--- config.mk ---
export PLATFORM = sky130hd
export DESIGN_NAME = separador_out
export DESIGN_NICKNAME = d
export VERILOG_FILES = /design/src/rtl/separador_out.sv
export SDC_FILE = /design/constraint.sdc
export NUM_CORES = 1
export LEC_CHECK = 0
export ABC_AREA = 1
export CAP_MARGIN = 10
export CORE_ASPECT_RATIO = 1.75
export CORE_UTILIZATION = 44
export DETAILED_ROUTE_END_ITERATION = 10
export GPL_TIMING_DRIVEN = 0
export HOLD_SLACK_MARGIN = 0.05
export PLACE_DENSITY = 0.82
export SLEW_MARGIN = 25
export SYNTH_ARGS = -nofsm -noshare
export SYNTH_HDL_FRONTEND = slang
export SYNTH_SLANG_ARGS = --single-unit
--- constraint.sdc ---
create_clock -name clk -period 2.05 [get_ports clk]
set_input_delay 0.615 -clock clk [delete_from_list [all_inputs] [get_ports clk]]
set_output_delay 0.615 -clock clk [all_outputs]
set_load 0.03 [all_outputs]
--- src/rtl/separador_out.sv ---
// -----------------------------------------------------------------------------
// separador_out
//
// Output-side block splitter for the hashing datapath. Accepts one 16-byte
// block per valid/ready handshake, registers its upper 12 bytes as the entry
// field and its lower 4 bytes as the nonce field, and streams the whole block
// out one byte per beat under valid/ready flow control.
//
// Optional feature macro: SEPARADOR_CNT_EN
//   When defined, the blocks_done port exists and counts blocks whose final
//   (out_last) beat completed. It wraps from 0xFFFF to 0x0000.
//
// Ports
//   clk           in   rising-edge clock
//   reset         in   asynchronous active-low reset (0 = reset)
//   in_valid      in   block_in holds a valid block
//   in_ready      out  a block can be accepted this cycle
//   block_in      in   128-bit block, byte k = block_in[127-8k -: 8]
//   entry_12      out  registered entry field (block[127:32])
//   nonce         out  registered nonce field (block[31:0])
//   split_valid   out  one-cycle pulse after entry_12/nonce update
//   out_valid     out  out_byte is valid
//   out_ready     in   consumer takes out_byte this cycle
//   out_byte      out  current stream byte
//   out_is_nonce  out  current byte belongs to the nonce field
//   out_last      out  current byte is the final byte of the block
//   blocks_done   out  completed-block counter (SEPARADOR_CNT_EN only)
// -----------------------------------------------------------------------------
module separador_out #(
  parameter int ENTRY_BYTES = 12,
  parameter int NONCE_BYTES = 4
) (
  input  logic                          clk,
  input  logic                          reset,
  input  logic                          in_valid,
  output logic                          in_ready,
  input  logic [8*(ENTRY_BYTES+NONCE_BYTES)-1:0] block_in,
  output logic [8*ENTRY_BYTES-1:0]      entry_12,
  output logic [8*NONCE_BYTES-1:0]      nonce,
  output logic                          split_valid,
  output logic                          out_valid,
  input  logic                          out_ready,
  output logic [7:0]                    out_byte,
  output logic                          out_is_nonce,
  output logic                          out_last
`ifdef SEPARADOR_CNT_EN
  ,
  output logic [15:0]                   blocks_done
`endif
);

  localparam int BLOCK_BYTES = ENTRY_BYTES + NONCE_BYTES;
  localparam int BLOCK_W     = 8 * BLOCK_BYTES;
  localparam int NONCE_W     = 8 * NONCE_BYTES;

  localparam logic [3:0] LAST_IDX    = 4'(BLOCK_BYTES - 1);
  localparam logic [3:0] NONCE_START = 4'(ENTRY_BYTES);

  typedef enum logic {
    IDLE,
    STREAM
  } state_t;

  state_t               state;
  state_t               state_next;
  logic [3:0]           idx;
  logic [BLOCK_W-1:0]   hold;
  logic [BLOCK_W-1:0]   hold_shifted;

  logic                 accept;
  logic                 beat_done;
  logic                 last_beat;

  // Handshake qualifiers shared by the FSM and the datapath.
  assign accept    = in_valid && in_ready;
  assign beat_done = out_valid && out_ready;
  assign last_beat = beat_done && (idx == LAST_IDX);

  // in_ready also opens on the final beat of a stream so the next block can
  // follow with no bubble. It is forced low while reset is asserted.
  always_comb begin
    in_ready = 1'b0;
    if (reset) begin
      if (state == IDLE) begin
        in_ready = 1'b1;
      end else if ((idx == LAST_IDX) && out_ready) begin
        in_ready = 1'b1;
      end
    end
  end

  // State register.
  always_ff @(posedge clk or negedge reset) begin
    if (!reset) begin
      state <= IDLE;
    end else begin
      state <= state_next;
    end
  end

  // Next-state logic. A new accept on the final beat keeps us in STREAM.
  always_comb begin
    state_next = state;
    case (state)
      IDLE: begin
        if (accept) begin
          state_next = STREAM;
        end
      end
      STREAM: begin
        if (last_beat) begin
          state_next = accept ? STREAM : IDLE;
        end
      end
      default: state_next = IDLE;
    endcase
  end

  // Datapath registers: hold buffer, split fields, beat index and the
  // split_valid pulse. idx is reloaded on accept and otherwise only advances
  // on completed beats, so a stall freezes the current byte.
  always_ff @(posedge clk or negedge reset) begin
    if (!reset) begin
      hold        <= '0;
      entry_12    <= '0;
      nonce       <= '0;
      idx         <= '0;
      split_valid <= 1'b0;
    end else begin
      split_valid <= accept;
      if (accept) begin
        hold     <= block_in;
        entry_12 <= block_in[BLOCK_W-1:NONCE_W];
        nonce    <= block_in[NONCE_W-1:0];
        idx      <= '0;
      end else if (last_beat) begin
        idx <= '0;
      end else if (beat_done) begin
        idx <= idx + 4'd1;
      end
    end
  end

`ifdef SEPARADOR_CNT_EN
  // Completed-block counter; natural 16-bit wrap.
  always_ff @(posedge clk or negedge reset) begin
    if (!reset) begin
      blocks_done <= '0;
    end else if (last_beat) begin
      blocks_done <= blocks_done + 16'd1;
    end
  end
`endif

  // Byte 0 sits in the top byte of the block, so shifting left by idx bytes
  // brings the current byte to the top.
  assign hold_shifted = hold << {idx, 3'b000};

  // Beat outputs are only meaningful in STREAM; they read zero otherwise so
  // no stale byte is ever presented.
  always_comb begin
    out_valid    = 1'b0;
    out_byte     = 8'h00;
    out_is_nonce = 1'b0;
    out_last     = 1'b0;
    if (state == STREAM) begin
      out_valid    = 1'b1;
      out_byte     = hold_shifted[BLOCK_W-1 -: 8];
      out_is_nonce = (idx >= NONCE_START);
      out_last     = (idx == LAST_IDX);
    end
  end

endmodule

==> metrics.md <==
| Metric | Value |
|---|---|
| Status | `finished, violations left` |
| Failing checks | `setup timing` |
| Adder-Cell Fraction of Synth Area | `0.001886` |
| Synth Area in Compound Gates | `0.08901` |
| Drt drc | `0` |
| Max clock buf depth | `2` |
| F_max | `0.3928 GHz` |
| Router iterations before antenna repair | `5` |
| DRT antenna net count | `0` |
| Hold Slack | `~0.087 ns` |
| Leading area contributor after synthesis | `dfrtp_1` |
| Largest family of logic cells by synthesized area | `simple AND/OR/NAND/NOR gates` |
| Synth Area in XOR/XNOR | `0.001320` |
| Critical path arrival | `1.93 ns` |
| RSZ-0062 raised after global routing | `yes` |
| Type of origin of the critical path | `register` |
| Actual slew at the worst max-slew pin | `roughly 0.65 ns` |
| Simple-gate share of the synthesized area | `0.2814` |
| Antenna cell count | `0` |
| Largest net degree at the start of global routing | `69` |
| Ys flop type | `dfrtp_1` |
| Critical-path maximum fanout | `10` |
| Routed len/inst | `17.64 µm` |
| Grt ovf | `0` |
| Final setup fails | `10` |
| Initial antenna violation count | `0` |
| Die area | `0.01559 mm²` |
| Post-Syn Nets | `1036` |
| Iteration-0 DRC Markers | `347` |
| Tmin final | `about 2.5 ns` |
| Die height | `164.4 µm` |
| Critical setup path kind | `register to output port` |
| Yosys warning total | `0` |
| Slew Limit Fails | `0` |
| Lkg Pwr | `5.632 nW` |
| Post-synth design cell area | `around 0.0066 mm²` |
| Unique masters post-synth | `23` |
| Design Area, Final | `0.01091 mm²` |
| Die width | `94.83 µm` |
| Final non-filler cell total | `approximately 1400` |
| Placed inst area | `0.009713 mm²` |
| Worst VDD drop | `0.001255 V` |
| Crit end category | `output port` |
| DR vias/cell | `5.091` |
| # H-tree levels | `4` |
| Data required, critical path | `roughly 1.4 ns` |
| Hpwl dp | `18.11 mm` |
| Number of global-route vias before repair | `7362` |
| PD cells | `1849 mW/mm²` |
| Post-synthesis mux area share | `0` |
| Synth area leaders | `dfrtp_1 (51%), nand2_1 (20%), o21ai_1 (6.8%), inv_1 (6.7%), nand3_1 (4.9%)` |
| Root Buffer Master | `clkbuf_16` |
| Most frequent cells in the layout | `nand2_1 (330), dfrtp_1 (134), clkdlybuf4s50_1 (129)` |
| Post-synth top area share | `0.5054` |
| Max_cap viols | `0` |
| IO Port Bufs | `272` |
| Max_slew headroom | `0.5654` |
| Worst-path clk slew | `approximately 0.060 ns` |
| Setup total negative slack | `-4.095 ns` |
| Routability cong. | `between 0.9 and 1` |
| DP Cell Count | `1359` |
| Routed via count | `7137` |
| Post-route clock period utilization | `1.242` |
| Layout area overhead | `64.44%` |
| Post-Route WL | `24.73 mm` |
| Sequential share of the synthesized area | `0.5054` |
| Row cnt | `59` |
| Syn_area_per_cell | `7.348 µm²` |
| Setup WS pre-CTS | `-1.032 ns` |
| Worst skew pair latency | `0.42 ns` |
| Async set or reset register ratio after synthesis | `1.000` |
| Final Hold Viols | `0` |
| IO Count | `273` |
| Core area | `0.01476 mm²` |
| Skew final | `0.01074 ns` |
| CTS tree | `done` |
| NumNets Final | `1341` |
| Syn Inst Count | `about 900` |
| CTS Sinks | `134` |
| Number of synthesized flops with an enable pin | `0` |
| Total track usage | `0.3244` |
| Hold WC Path Type | `primary input to asynchronous set/reset pin` |
| Setup WS post-layout | `-0.4956 ns` |
| Starting Density | `0.4494` |
| Num CTS Buffers | `17` |
| Most common cell after layout, fill and taps aside | `nand2_1` |
| Share of post-route cells with drive strength above 1 | `0.1542` |
| Yosys reg bits | `134` |
| First-pass GRT wire length | `37.58 mm` |
[worst max-delay path, stage by stage, from the launching register on]
cell      delay, ns
dfrtp_1        0.40
buf_6          0.17
clkinv_8       0.09
clkbuf_8       0.18
nand2_1        0.07
nand3_1        0.08
nand3_2        0.12
nand3_4        0.10
a21oi_4        0.16
buf_6          0.14
[logic make-up after synthesis]
family	Yosys count
buffers and inverters	176
AO/OA/AOI/OAI	117
XOR/XNOR	1
adder cells (fa/ha/maj)	1
AND/OR/NAND/NOR	474
flip-flops	134
[cell type report]
cell class,count,area (µm²)
Buffer,52,533.0
Clock buffer,18,429.2
Clock inverter,12,227.7
Fill cell,1134,3854
Inverter,124,486.7
Multi-Input combinational cell,593,2863
Sequential cell,134,3353
Tap cell,183,229.0
Timing Repair Buffer,286,2789
[layer usage]
layer  share of wire  vias to the layer above  GRT usage
li1                -                     3375          -
met1            0.35                     3304     0.3361
met2            0.54                      365     0.5903
met3           0.056                       93    0.06400
met4           0.054                        0     0.1915
met5               0                        -          0
[synthesized netlist by cell type (2+ instances only)]
library cell    n
buf_6          14
nand2_1       354
buf_4           5
clkbuf_1       15
buf_2          13
inv_2           2
o21ai_1        90
a21oi_1         8
dfrtp_1       134
clkinv_1        3
nand3_1        65
buf_1           4
inv_1         118
nor2_1         52
o21ai_0        18
[stage by stage]
stage                     utilization  power [mW]
final                          0.7390       20.17
after global routing           0.7390       21.22
after CTS                      0.7269       19.76
after detailed placement       0.6579       16.01
after global placement         0.6557       15.86
after floorplan                     -       11.28
[timing repair]
item	in CTS	in global routing
resized for setup	299	54
setup buffers	4	3
endpoints found under the setup margin	134	23
hold buffers	0	0
pin swaps	17	21
cloned	5	1
[sequential cells by signal, summed over array words and instances (netlist names)]
register,count
idx,4
nonce,31
state,1
split_valid,1
hold,1
entry_12,96
[where the power goes]
| group | switching [mW] | internal [mW] | leakage [nW] |
|---|---|---|---|
| clock | 1.19 | 2.28 | 0.316 |
| sequential | 0.754 | 3.91 | 1.65 |
| combinational | 7.75 | 4.29 | 3.67 |
[final timing paths]
| kind | to | depth (start not counted) | slack [ns] | startpoint |
|---|---|---|---|---|
| setup / recovery | out_byte[1] | 9 | -0.50 | idx[0] |
| hold / removal | nonce[21] | 1 | 0.09 | reset |
| setup reg to reg | entry_12[35] | 11 | 0.12 | idx[0] |
| hold reg to reg | entry_12[61] | 2 | 0.51 | entry_12[61] |
| max in group asynchronous | entry_12[80] | 2 | 1.30 | reset |
| min in group clk | entry_12[61] | 2 | 0.51 | entry_12[61] |
Power figures use the tool's default switching activity.
